===== config.mk =====
export PLATFORM = sky130hd
export DESIGN_NAME = m3_ramp_ctrl
export DESIGN_NICKNAME = d
export VERILOG_FILES = /design/src/rtl/motor602_pkg.sv /design/src/rtl/m3_ramp_wdog.sv /design/src/rtl/m3_ramp_ctrl.sv
export SDC_FILE = /design/constraint.sdc
export NUM_CORES = 1
export LEC_CHECK = 0
export BUFFER_PORTS_ARGS = -buffer_cell sky130_fd_sc_hd__buf_2
export CAP_MARGIN = 25
export CORE_MARGIN = 2
export CORE_UTILIZATION = 59
export DETAILED_ROUTE_END_ITERATION = 6
export PLACE_DENSITY = 0.85
export REMOVE_ABC_BUFFERS = 1
export SKIP_LAST_GASP = 1
export SLEW_MARGIN = 10
export SYNTH_ARGS = -nofsm -noshare
export SYNTH_HDL_FRONTEND = slang
export SYNTH_SLANG_ARGS = --single-unit

===== constraint.sdc =====
create_clock -name clkI -period 8 [get_ports clkI]
set_clock_uncertainty 0.1 [all_clocks]
set_input_delay 0.4 -clock clkI [delete_from_list [all_inputs] [get_ports clkI]]
set_output_delay 0.4 -clock clkI [all_outputs]
set_load 0.005 [all_outputs]

===== src/rtl/motor602_pkg.sv =====
// Shared motor602 definitions: ramp FSM state encodings, the period width and
// saturating period arithmetic helpers.
package motor602_pkg;

    localparam int unsigned PERIOD_W = 22;

    typedef logic [PERIOD_W-1:0] period_t;

    typedef enum logic [2:0] {
        StIdle  = 3'd0,
        StAccel = 3'd1,
        StRun   = 3'd2,
        StDecel = 3'd3,
        StStop  = 3'd4
    } ramp_state_e;

    // a - b, never going below lo (a is assumed >= lo)
    function automatic period_t sat_sub(period_t a, period_t b, period_t lo);
        if (a > lo && (a - lo) > b) begin
            return a - b;
        end
        return lo;
    endfunction

    // a + b, never going above hi (a is assumed <= hi)
    function automatic period_t sat_add(period_t a, period_t b, period_t hi);
        if (a < hi && (hi - a) > b) begin
            return a + b;
        end
        return hi;
    endfunction

endpackage


===== src/rtl/m3_ramp_wdog.sv =====
// Stall watchdog for the ramp controller: counts run-enabled cycles between step
// boundaries and raises a sticky fault once the limit is reached.
module m3_ramp_wdog
    import motor602_pkg::*;
#(
    parameter logic [PERIOD_W:0] LIMIT = 23'd800000
) (
    input  logic i_clk,
    input  logic i_rst,
    input  logic i_clr,
    input  logic i_en,
    output logic o_trip,
    output logic o_fault
);

    logic [PERIOD_W:0] r_cnt;
    logic [PERIOD_W:0] w_cnt_d;
    logic              r_fault;
    logic              w_trip;

    assign w_trip  = (r_cnt >= LIMIT);
    assign o_trip  = w_trip;
    assign o_fault = r_fault;

    always_comb begin
        w_cnt_d = r_cnt;
        if (i_clr) begin
            w_cnt_d = '0;
        end else if (i_en && r_cnt < LIMIT) begin
            w_cnt_d = r_cnt + 1'b1;
        end
    end

    always_ff @(posedge i_clk or posedge i_rst) begin
        if (i_rst) begin
            r_cnt   <= '0;
            r_fault <= 1'b0;
        end else begin
            r_cnt   <= w_cnt_d;
            r_fault <= r_fault | w_trip;
        end
    end

endmodule


===== src/rtl/m3_ramp_ctrl.sv =====
// Stepper speed-ramp controller: accelerates/decelerates the step period toward a
// commanded target on step boundaries. Optional stall watchdog: M3_RAMP_WDOG_EN.
module m3_ramp_ctrl
    import motor602_pkg::*;
#(
    parameter period_t PERIOD_SLOW = 22'd400000,
    parameter period_t PERIOD_FAST = 22'd20000,
    parameter period_t RAMP_DELTA  = 22'd2000,
    parameter period_t SPEED_DELTA = 22'd10000
) (
    input  logic                clkI,
    input  logic                rstI,
    input  logic                startI,
    input  logic                forceStopI,
    input  logic                speedINCi,
    input  logic                speedDECi,
    input  logic                stepDoneI,
    output logic                m3startO,
    output logic [PERIOD_W-1:0] periodO,
    output logic [2:0]          stateO,
    output logic                busyO,
    output logic                faultO
);

    ramp_state_e r_state, w_state_d;
    period_t     r_period, w_period_d;
    period_t     r_target, w_target_d;
    logic        r_m3start, w_m3start_d;
    period_t     w_tgt_cmd;
    period_t     w_step;
    period_t     w_stop_step;
    logic        w_trip;
    logic        w_fault;

`ifdef M3_RAMP_WDOG_EN
    localparam logic [PERIOD_W:0] WDOG_LIMIT = {PERIOD_SLOW, 1'b0};

    m3_ramp_wdog #(
        .LIMIT(WDOG_LIMIT)
    ) u_wdog (
        .i_clk  (clkI),
        .i_rst  (rstI),
        .i_clr  (stepDoneI || (r_state == StIdle)),
        .i_en   (r_m3start),
        .o_trip (w_trip),
        .o_fault(w_fault)
    );
`else
    assign w_trip  = 1'b0;
    assign w_fault = 1'b0;
`endif

    // Speed commands resolve first so a coincident ramp step chases the new target.
    always_comb begin
        w_tgt_cmd = r_target;
        if (speedINCi && !speedDECi) begin
            w_tgt_cmd = sat_sub(r_target, SPEED_DELTA, PERIOD_FAST);
        end else if (speedDECi && !speedINCi) begin
            w_tgt_cmd = sat_add(r_target, SPEED_DELTA, PERIOD_SLOW);
        end
    end

    always_comb begin
        w_step = r_period;
        if (stepDoneI) begin
            if (r_period > w_tgt_cmd) begin
                w_step = sat_sub(r_period, RAMP_DELTA, w_tgt_cmd);
            end else begin
                w_step = sat_add(r_period, RAMP_DELTA, w_tgt_cmd);
            end
        end
    end

    assign w_stop_step = sat_add(r_period, RAMP_DELTA, PERIOD_SLOW);

    always_comb begin
        w_state_d  = r_state;
        w_period_d = r_period;
        w_target_d = r_target;
        if (forceStopI || w_trip) begin
            w_state_d  = StIdle;
            w_period_d = PERIOD_SLOW;
            w_target_d = PERIOD_SLOW;
        end else begin
            case (r_state)
                StIdle: begin
                    w_period_d = PERIOD_SLOW;
                    w_target_d = PERIOD_SLOW;
                    if (startI && !w_fault) begin
                        w_state_d  = StAccel;
                        w_target_d = sat_sub(PERIOD_SLOW, SPEED_DELTA, PERIOD_FAST);
                    end
                end
                StAccel, StRun, StDecel: begin
                    if (!startI) begin
                        w_state_d  = StStop;
                        w_target_d = PERIOD_SLOW;
                    end else begin
                        w_target_d = w_tgt_cmd;
                        w_period_d = w_step;
                        if (w_step == w_tgt_cmd) begin
                            w_state_d = StRun;
                        end else if (w_step > w_tgt_cmd) begin
                            w_state_d = StAccel;
                        end else begin
                            w_state_d = StDecel;
                        end
                    end
                end
                StStop: begin
                    w_target_d = PERIOD_SLOW;
                    if (stepDoneI) begin
                        w_period_d = w_stop_step;
                        if (w_stop_step == PERIOD_SLOW) begin
                            w_state_d = StIdle;
                        end
                    end
                end
                default: begin
                    w_state_d  = StIdle;
                    w_period_d = PERIOD_SLOW;
                    w_target_d = PERIOD_SLOW;
                end
            endcase
        end
    end

    // Run enable rises one cycle after leaving IDLE but drops together with it.
    assign w_m3start_d = (r_state != StIdle) && (w_state_d != StIdle);

    always_ff @(posedge clkI or posedge rstI) begin
        if (rstI) begin
            r_state   <= StIdle;
            r_period  <= PERIOD_SLOW;
            r_target  <= PERIOD_SLOW;
            r_m3start <= 1'b0;
        end else begin
            r_state   <= w_state_d;
            r_period  <= w_period_d;
            r_target  <= w_target_d;
            r_m3start <= w_m3start_d;
        end
    end

    assign m3startO = r_m3start;
    assign periodO  = r_period;
    assign stateO   = r_state;
    assign busyO    = (r_state != StIdle);
    assign faultO   = w_fault;

endmodule

=== After elaboration in Yosys (flattened, before gate mapping) ===
Cells that the tools add are included.

* Register bits after elaboration: 48
* Output and inout port bits: 28

* Mux-type cells: 42
* Magnitude comparators: 11
* $add $sub $neg: 9
* Equal/unequal tests: 8
* Reductions and logical operators: 15

{| class="wikitable"
|+ Operator list
! cell !! count
|-
| two-way mux 22 bit || 19
|-
| one-hot mux 22 bit (2 select lines) || 2
|-
| > comparator 22 x 11 -> 1 bit, second input constant || 3
|-
| > comparator 22 x 14 -> 1 bit, second input constant || 2
|-
| > comparator 22 bit || 2
|-
| less-than comparator 22 x 19 -> 1 bit, second input constant || 2
|-
| subtractor 19 x 22 -> 22 bit, first input constant || 2
|-
| subtractor 22 bit || 2
|-
| adder 22 x 11 -> 22 bit, second input constant || 1
|-
| adder 22 x 14 -> 22 bit, second input constant || 1
|-
| equality test 22 x 19 -> 1 bit, second input constant || 1
|-
| equality test 22 bit || 1
|-
| > comparator 22 x 15 -> 1 bit, second input constant || 1
|-
| less-than comparator 22 bit || 1
|-
| subtractor 22 x 11 -> 22 bit, second input constant || 1
|-
| subtractor 22 x 14 -> 22 bit, second input constant || 1
|-
| subtractor 22 x 15 -> 22 bit, second input constant || 1
|-
| two-way mux 18 bit || 1
|-
| two-way mux 3 bit || 5
|-
| two-way mux 1 bit || 12
|-
| one-hot mux 3 bit (3 select lines) || 1
|-
| logical AND 1 bit || 8
|-
| equality test 3 x 2 -> 1 bit, second input constant || 2
|-
| != test 3 bit, second input constant || 2
|-
| other kinds (8) || 11
|}

=== Depth between registers and ports, before layout ===
Gate-level depths: netlist of run 1.

* Depth in word-level cells: 26
* Mapped depth: 40
* Depth with buffers taken out: 37

=== Least setup slack after synthesis of run 1 ===
No wires, ideal clock.

* Path kind: register to register
* Start point: reg r_target[6]
* End point: reg r_state[1], in the netlist stateO[1]
* Path slack: 423 ps
* Clock period less this slack: 7577 ps
* Data required time: 7822 ps
* Path buffers: 5
* Cell stages (with the launch flop): 39
* Data arrival time: 7399 ps
* Cells stage by stage: dfrtp_1 > clkbuf_1 > inv_1 > ha_1 > or3b_1 > a211o_1 > a31oi_1 > o211ai_1 > o21ai_2 > clkbuf_1 > nor2_1 > a211oi_1 > a31o_2 > inv_1 > ha_1 > buf_2 > and3_1 > a21boi_1 > [3 not listed] > mux2i_1 > or4_1 > o21a_1 > buf_6 > or2_1 > buf_2 > nand3_1 > o21ai_0 > a31o_2 > ha_1 > nor2b_1 > o21ai_0 > nand2_1 > a221oi_1 > o21ai_0 > a221oi_1 > o21ai_0 > a21oi_1

* Word-level cells in the longest chain between the ends: 24
* Elaborated cells between the ends (all ways): 46

{| class="wikitable"
|+ RTL lines
! item !! line !! source
|-
| start: declaration || m3_ramp_ctrl.sv:27 || <nowiki>period_t r_target, w_target_d;</nowiki>
|-
| start signal: assignment || m3_ramp_ctrl.sv:140 || <nowiki>r_target <= w_target_d;</nowiki>
|-
| subtractor 19 x 22 -> 22 bit || motor602_pkg.sv:27 || <nowiki>if (a < hi && (hi - a) > b) begin</nowiki>
|-
| > comparator 22 x 14 -> 1 bit || motor602_pkg.sv:27 ||
|-
| logical AND 1 bit || motor602_pkg.sv:27 ||
|-
| two-way mux 1 bit || motor602_pkg.sv:27 ||
|-
| two-way mux 1 bit || m3_ramp_ctrl.sv:58 || <nowiki>end else if (speedDECi && !speedINCi) begin</nowiki>
|-
| two-way mux 1 bit || m3_ramp_ctrl.sv:56 || <nowiki>if (speedINCi && !speedDECi) begin</nowiki>
|-
| two-way mux 22 bit || motor602_pkg.sv:30 || <nowiki>return hi;</nowiki>
|-
| two-way mux 22 bit || m3_ramp_ctrl.sv:58 ||
|-
| [9 not listed] || n/a ||
|-
| two-way mux 22 bit || m3_ramp_ctrl.sv:65 || <nowiki>if (stepDoneI) begin</nowiki>
|-
| > comparator 22 bit || m3_ramp_ctrl.sv:103 || <nowiki>end else if (w_step > w_tgt_cmd) begin</nowiki>
|-
| two-way mux 2 bit || m3_ramp_ctrl.sv:103 ||
|-
| two-way mux 2 bit * || m3_ramp_ctrl.sv:101 || <nowiki>if (w_step == w_tgt_cmd) begin</nowiki>
|-
| two-way mux 3 bit * || m3_ramp_ctrl.sv:95 || <nowiki>if (!startI) begin</nowiki>
|-
| one-hot mux 3 bit (3 select lines) * || m3_ramp_ctrl.sv:85 || <nowiki>case (r_state)</nowiki>
|-
| two-way mux 3 bit * || m3_ramp_ctrl.sv:80 || <nowiki>if (forceStopI || w_trip) begin</nowiki>
|-
| net w_state_d[1] || m3_ramp_ctrl.sv:25 || <nowiki>ramp_state_e r_state, w_state_d;</nowiki>
|-
| end signal: assignment || m3_ramp_ctrl.sv:133 || <nowiki>r_state <= StIdle;</nowiki>
|-
| end signal: assignment || m3_ramp_ctrl.sv:138 || <nowiki>r_state <= w_state_d;</nowiki>
|-
| end: declaration || m3_ramp_ctrl.sv:25 ||
|}

Mark *: on every way through the listed nets, which the timed path passes. The rest lies on a longest branch. The select of a mux whose other input is x is not followed.
A chain may end at the register's enable or synchronous reset.

=== Final worst setup path of run 1 ===
* Start point: reg r_target[1]
* End point: reg r_state[0], in the netlist stateO[0]

* Word-level cells in the longest chain between the ends: 23
* Elaborated cells between the ends (all ways): 44

{| class="wikitable"
|+ RTL lines
! item !! line !! source
|-
| subtractor 19 x 22 -> 22 bit || motor602_pkg.sv:27 ||
|-
| > comparator 22 x 14 -> 1 bit || motor602_pkg.sv:27 ||
|-
| logical AND 1 bit || motor602_pkg.sv:27 ||
|-
| two-way mux 1 bit || motor602_pkg.sv:27 ||
|-
| two-way mux 1 bit || m3_ramp_ctrl.sv:58 ||
|-
| two-way mux 1 bit || m3_ramp_ctrl.sv:56 ||
|-
| two-way mux 22 bit || motor602_pkg.sv:30 ||
|-
| two-way mux 22 bit || m3_ramp_ctrl.sv:58 ||
|-
| [8 not listed] || n/a ||
|-
| two-way mux 22 bit || m3_ramp_ctrl.sv:66 || <nowiki>if (r_period > w_tgt_cmd) begin</nowiki>
|-
| two-way mux 22 bit || m3_ramp_ctrl.sv:65 ||
|-
| equality test 22 bit * || m3_ramp_ctrl.sv:101 ||
|-
| two-way mux 2 bit * || m3_ramp_ctrl.sv:101 ||
|-
| two-way mux 3 bit * || m3_ramp_ctrl.sv:95 ||
|-
| one-hot mux 3 bit (3 select lines) * || m3_ramp_ctrl.sv:85 ||
|-
| two-way mux 3 bit * || m3_ramp_ctrl.sv:80 ||
|-
| net w_state_d[0] || m3_ramp_ctrl.sv:25 ||
|}

Marks and branches as above.

==> results summary, run 1 <==
The clock reaches the later pin of the worst-skew pair after 310 ps. The area growth from synthesis to layout is 16.01%. The area of the multi-input gates came out at 6774 sq um. The average instance area after synthesis came out at 7.077 sq um. The measured slew at the worst slew-check pin is 979.2 ps. Across the VDD grid, the largest voltage drop is 0.0002985 V.

The period utilization came out at 97.62%. The worst setup path is launched from a register. The pre-CTS setup slack is roughly 1.7 ps.

Tracing the worst setup path back leads to its startpoint at r_target[1]. The CTS tree is built. The die covers 15080 sq um. The core outline area came out at 13830 sq um.

The count of routing violations after the opening detailed-route iteration came out at 1444. Port buffering added 33 buffers. Counting I/O delays and the setup requirement, the final critical path takes 7810 ps.

The DRC violations left came out at 0. In this run the most critical hold path is launched from startI. Summed over all layers, the global routing overflow is 0. For this run, the slowest stage of the critical path takes 600 ps. In this run, CTS created clock tree buffers numbering 5.

The final antenna diode count is 0. The share of flip-flops with an asynchronous set or reset came out at between 90% and 100%. Once placement finished, the instance area stood at 9106 sq um. Clock tree synthesis found a total of 48 sinks. Counting every instance in the synthesized netlist gives 1177. The setup path with the least slack is of type reg -> reg. The area of all sequential standard cells came out at 1217 sq um. The top-level port count is 35. The finished cells cover 9663 sq um. Yosys mapped a number of flops with a built-in enable equal to 0.

The fmax came out at 0.1280 GHz. The max-capacitance violation count is 0. The max-slew violation count came out at 0. The via density per instance came out at 7.186. Summed over all layers, the routed wires come to 33700 um. The data required time at the worst endpoint came out at 8080 ps. The longest clock path from root to sink contains 2 buffers.

The synthesized area is roughly 8300 sq um. Measured along the y axis, the die boundary spans between 100 and 150 um. The worst register-to-register path begins at r_target[1].

The maximum fanout along the worst path came out at 11. The slowest stage of the critical path is the sky130_fd_sc_hd__or4_4 cell. Setup violations remaining at the end of the flow were counted as 0. The clock transition at the register clock pins on the worst setup and hold paths after CTS came out at 70 ps. During synthesis, Yosys emitted a total of 0 warnings. The tightest min-delay check is of the in -> reg type.

Data arrives at the worst endpoint at 7890 ps. The cell sitting at the root of the clock tree is a sky130_fd_sc_hd__clkbuf_16. The width of the chip is 122.8 um.

The number of distinct standard cells referenced by the synthesized netlist came out at 97. The global-route usage over all layers came out at 43.29%. The initial antenna violation count is 0. The share of the yosys chip area belonging to registers came out at 14.60%. The via count of the first global-routing pass came out at 8949. The number of antenna-violating nets in the routed design came out at 0. The pin count of the biggest net entering global routing is 49. The final weighted congestion in routability-driven placement is 1.042.

For this run, the detailed router's first-pass iteration total came to 6. The worst slew slack as a fraction of its limit came out at 34.22%. The most used flip-flop cell after synthesis is sky130_fd_sc_hd__dfrtp_1.

On the final layout, the worst hold slack is 326.7 ps. The worst setup path is captured at a register. The starting utilization of the core area came out at about 60%. Dividing total power by cell area gives a power density of 431.2 nW/um^2. In the final layout, the share of cells above drive strength 1 is 20.55%. The final-layout fill cell count is 1196. For this design the static power due to leakage is around 4.3 nW. The worst register-to-register path has a setup slack of 190 ps. The row count came out at 43. The final net count is 1323. For this block, the via count after detailed routing is 10212. After synthesis the netlist holds a flip-flop and latch count of 48. The final hold violation count was 0. The global-route wire length before repair is ~50000 um. The number of H-tree levels is 2. The final routed wire length divided by cell count is ~24 um. The final worst slack is 190.2 ps. The flow ran to the end, and the final reports show no timing, DRC or antenna violations. The detailed-placement wirelength estimate came out at 25680 um.
==> cells in the mapped netlist (5+ instances only) <==
cell type	number	area share (%)
sky130_fd_sc_hd__a21oi_1	105	6.3
sky130_fd_sc_hd__nand2_1	105	4.7
sky130_fd_sc_hd__nor2_1	90	4.1
sky130_fd_sc_hd__ha_1	75	11
sky130_fd_sc_hd__inv_1	68	3.1
sky130_fd_sc_hd__o21ai_0	66	4.0
sky130_fd_sc_hd__clkbuf_1	64	2.9
sky130_fd_sc_hd__dfrtp_1	36	11
sky130_fd_sc_hd__nand3_1	36	2.2
sky130_fd_sc_hd__nor3_1	30	1.8
sky130_fd_sc_hd__xnor2_1	29	3.0
sky130_fd_sc_hd__nand4_1	28	2.1
sky130_fd_sc_hd__a21o_1	25	2.3
sky130_fd_sc_hd__o21ai_1	20	1.2
sky130_fd_sc_hd__a221oi_1	18	1.9
sky130_fd_sc_hd__a31oi_1	18	1.4
sky130_fd_sc_hd__a211oi_1	17	1.5
sky130_fd_sc_hd__and2_1	17	1.3
sky130_fd_sc_hd__and3_1	16	1.2
sky130_fd_sc_hd__nand2b_1	14	1.1
sky130_fd_sc_hd__or3_1	14	1.1
sky130_fd_sc_hd__xor2_1	14	1.5
sky130_fd_sc_hd__nor4_1	13	0.98
sky130_fd_sc_hd__dfstp_2	12	3.8
sky130_fd_sc_hd__a22o_1	11	1.2
sky130_fd_sc_hd__buf_2	11	0.66
sky130_fd_sc_hd__nor2b_1	11	0.83
sky130_fd_sc_hd__o21a_1	11	0.99
sky130_fd_sc_hd__o211ai_1	9	0.81
sky130_fd_sc_hd__o22ai_1	9	0.68
sky130_fd_sc_hd__a221o_1	8	0.96
sky130_fd_sc_hd__a32oi_1	8	0.84
sky130_fd_sc_hd__o31ai_1	8	0.72
sky130_fd_sc_hd__a22oi_1	7	0.63
sky130_fd_sc_hd__and4_1	7	0.74
sky130_fd_sc_hd__mux2i_1	7	0.84
sky130_fd_sc_hd__o21bai_1	7	0.63
sky130_fd_sc_hd__nand3b_1	6	0.54
sky130_fd_sc_hd__a211o_1	5	0.53
sky130_fd_sc_hd__or4_1	5	0.45
==> kinds of logic after synthesis <==
family | synth area share (%)
compound gates | 34.94
xor+xnor | 4.522
fa+ha+maj | 11.51
buf+inv | 7.511
flops | 14.60
mux | 1.427
other cells | 0.04502
simple gates | 25.45
==> per-layer routing <==
metal	track usage, %	vias up	wire, um
met5	0	-	0
met4	21.98	0	2009
met3	6.552	165	3890
met2	65.23	787	14470
met1	59.79	4734	13320
li1	-	4526	-
==> power by group <==
part	leakage [nW]	internal, mW	total, mW	switching, mW
Combinational	3.62	1.48	3.49	2.01
Clock	0.0804	0.149	0.259	0.110
Sequential	0.618	0.292	0.420	0.129
Total	4.32	1.92	4.17	2.24
==> final timing paths <==
path | end | depth (start not counted)
setup / recovery | stateO[0] | 32
hold / removal | stateO[2] | 3
hold reg to reg | periodO[2] | 1
min in group asynchronous | periodO[20] | 3
max in group asynchronous | periodO[11] | 4
setup reg to reg | stateO[0] | 32
==> flip-flops by register name, indices dropped and copies added (netlist names) <==
name	cells
m3startO	1
stateO	3
periodO	22
r_target	22
==> cell usage in the layout, fill, tap and decap left out, drive strengths merged, types with 11 or more instances in the layout <==
master	n
and3	16
and2	18
o21a	11
buf	137
inv	71
nor4	14
nand3	36
nor3	30
ha	75
nand2	107
nor2b	11
a21o	25
dfrtp	36
nand4	28
xnor2	29
dfstp	12
a211oi	18
xor2	14
a22o	11
a21oi	109
nand2b	14
a31oi	18
or3	14
a221oi	18
nor2	92
o21ai	89
==> final cells by class <==
| type | instances | share of cell area [%] |
|---|---|---|
| inverters | 73 | 2.836 |
| clock buffers | 5 | 1.295 |
| multi-input cells | 974 | 70.10 |
| repair buffers | 138 | 10.36 |
| well taps | 180 | 2.331 |
| flip-flops and latches | 48 | 12.60 |
| clock inverters | 3 | 0.4791 |
==> critical path: cells and delay by family, from the launching register on <==
family / cells / cell delay (ps)
and+or+nand+nor: 12 / 3230
AOI/OAI and AO/OA: 11 / 2100
buffers and inverters: 5 / 780
muxes: 1 / 200
adders and majority gates: 2 / 640
DFF: 1 / 410
xor gates and xnor gates: 1 / 180
==> per-stage QoR <==
| step | cells | total power, mW | TNS [ps] | util (%) |
|---|---|---|---|---|
| after floorplan | 1095 | 2.376 | 0 | - |
| after global placement | 1403 | 3.519 | 0 | 65.86 |
| after detailed placement | 1403 | 3.522 | 0 | 65.86 |
| after CTS | 1411 | 3.807 | 0 | 67.16 |
| after global routing | 1421 | 4.383 | -1.430 | 69.89 |
| final | 1421 | 4.167 | 0 | 69.89 |
==> what timing repair did <==
item | in CTS | in global routing
resized for setup | 3 | 80
hold buffers | 0 | 1
buffers inserted | 0 | 8
endpoints found under the setup margin | 1 | 2
hold endpoints to repair | 0 | 11
pin swaps | 0 | 22
Power figures use the tool's default switching activity.
==> inputs of run 2 (changes only) <==
--- a/config.mk
+++ b/config.mk
@@ -6,13 +6,12 @@
 export NUM_CORES = 1
 export LEC_CHECK = 0
 export BUFFER_PORTS_ARGS = -buffer_cell sky130_fd_sc_hd__buf_2
-export CAP_MARGIN = 25
+export CAP_MARGIN = 10
 export CORE_MARGIN = 2
 export CORE_UTILIZATION = 59
 export DETAILED_ROUTE_END_ITERATION = 6
-export PLACE_DENSITY = 0.85
+export PLACE_DENSITY = 0.8
 export REMOVE_ABC_BUFFERS = 1
-export SKIP_LAST_GASP = 1
 export SLEW_MARGIN = 10
 export SYNTH_ARGS = -nofsm -noshare
 export SYNTH_HDL_FRONTEND = slang
==> run 2 against run 1 <==
  * The run now ends with DRC left
  * Power is 0.58% lower
  * Via count down 0.96%
  * Sequential share of layout area down 0.14 points
  * Clock-buffer cell count grew 2
  * Largest power group unchanged
  * Highest routed layer unchanged
==> results summary, run 2 (synthesis results as in run 1) <==
The minimum clock period is 7883 ps. The worst slew slack as a fraction of its limit came out at 27.86%. The clock latency on the worst-skew pair came out at 300 ps.

The row count came out at between 40 and 50. Leaving out fill and tap cells, the most frequent cells in the layout are sky130_fd_sc_hd__nand2_1 (104), sky130_fd_sc_hd__buf_4 (104), sky130_fd_sc_hd__a21oi_1 (95). The die height came out at 122.8 um. STA classifies the critical path endpoint as a register. The number of buffers inserted during clock tree synthesis is 5. The measured slew at the worst slew-check pin came out at 1072 ps.

The core outline area came out at 13830 sq um. The final routed wire length divided by cell count came out at between 20 and 25 um. The final hold violation count came out at 0. The total leakage power is 4.355 nW. Across the VDD grid, the largest voltage drop is ~0.00028 V. The period utilization came out at 98.53%.

The number of search-and-repair iterations in the first detailed-routing pass came out at 7. The max-slew violation count is 0. The fmax came out at 0.1269 GHz.

The final net count is 1329. Buffers placed on the I/O ports in this run total 33. The first global-routing pass estimated roughly 50000 um of wire. The run finished, with violations left. The proportion of layout cells with a drive suffix above 1 came out at between 20% and 30%.

The maximum fanout along the worst path is 12. At the worst endpoint, the arrival time is 7960 ps. The final antenna diode count is 0. The count of routing violations after the opening detailed-route iteration came out at 1401.

For this run, the share of the core covered by cells in the final layout is 70.87%. The die area is 15080 sq um. The detailed-placement wirelength estimate came out at around 25000 um. Fill cells in the final layout number 1176. The checks that failed: DRC. The count of nets left with antenna violations once routing finished came out at 0. The top-level port count is 35. The root buffer cell chosen for the clock tree is sky130_fd_sc_hd__clkbuf_16.

The clock passes through at most 2 buffers. STA classifies the critical path startpoint as a register. Relative to the synthesized area, the layout overhead comes to 17.65%. Using the TritonRoute via totals, the vias-per-cell ratio works out to 7.088. The via count of the first global-routing pass is 8818. The die is roughly 120 um wide. The worst slack on hold paths is 250.1 ps.

The initial utilization of the core area, before any placement, comes to 60.24%. The final weighted congestion in routability-driven placement is 1.069. The type of the worst setup path is reg -> reg. The total detailed-routing wirelength is 33090 um. The DRC violations left is 1.

The CTS tree is built. The TritonCTS sink count came out at 48. The initial antenna violation count is 0. The sequential cells in the finished layout cover a total of 1221 sq um. The setup TNS after final layout is 0 ps. Setup violations remaining at the end of the flow were counted as 0. The delay of the slowest cell on the worst path is 620 ps. The min-delay analysis places its worst path in the category in -> async.

For this block, the via count after detailed routing is between 10000 and 15000. Summing all multi-input logic gate instances after layout gives ~6900 sq um. On the critical path, the stage with the largest delay is an instance of sky130_fd_sc_hd__or4_4. The final global-route overflow total is 0. The pin count of the biggest net entering global routing is 49. The number of H-tree levels came out at 2. The clock transition at the register clock pins on the worst setup and hold paths after CTS came out at 70 ps. The max-capacitance violation count is 0. The global-route usage over all layers came out at 42.24%.

STA puts the critical path data required time at 8080 ps. The power density relative to cell area is about 420 nW/um^2.
[run 2: power breakdown]
part	total [mW]	switching [mW]	internal [mW]
clock	0.224	0.0981	0.125
sequential	0.421	0.129	0.292
combinational	3.50	2.02	1.48
total	4.14	2.25	1.89
[run 2: stage by stage]
step | cell area [sq um] | power (mW) | cells | worst slack [ps]
3_5_place_dp | 9126 | 3.486 | 1404 | -80.59
3_3_place_gp | 9126 | 3.481 | 1404 | 52.08
6_report | 9799 | 4.143 | 1427 | 117.3
2_1_floorplan | 7978 | 2.376 | 1095 | 266.4
5_1_grt | 9799 | 4.363 | 1427 | -84.00
4_1_cts | 9306 | 3.745 | 1412 | 11.22
[run 2: final cells by class]
cell class                 instances  area share, %
clock inverter                     1        0.08938
tap                              180          2.298
clock buffer                       7          1.456
multi-input combinational        974          70.24
inverter                          73          2.796
timing repair buffer             144          10.66
sequential                        48          12.46
[run 2: critical path: cells and delay by family, from the launching register on]
family / cells / cell delay [ps]
and+or+nand+nor: 13 / 3620
AOI/OAI and AO/OA: 11 / 1940
muxes: 1 / 260
buffers and inverters: 4 / 660
xor gates and xnor gates: 1 / 140
DFF: 1 / 400
adders and majority gates: 2 / 610
[run 2: final timing paths]
| kind | cells after the start | slack [ps] | startpoint | endpoint |
|---|---|---|---|---|
| min reg2reg | 2 | 510 | periodO[7] | periodO[7] |
| min | 2 | 250 | rstI | periodO[19] |
| max in group asynchronous | 2 | 6840 | rstI | r_target[6] |
| max reg2reg | 32 | 120 | r_target[1] | stateO[0] |
| min in group clkI | 3 | 340 | startI | r_target[11] |
| max | 32 | 120 | r_target[1] | stateO[0] |
[run 2: routing by layer]
metal  vias to the layer above  share of wire (%)  GRT usage, %
met4                         0                4.7         16.88
met3                       132                 11         8.504
met5                         -                  0             0
met2                       769                 43         63.78
met1                      4684                 41         58.74
li1                       4529                  -             -
[run 2: what timing repair did]
action,4_1_cts,5_1_grt
pin swaps,1,32
resized for setup,8,91
buffers inserted,0,15
cloned,0,0
setup endpoints to repair,2,2
hold buffers,0,0
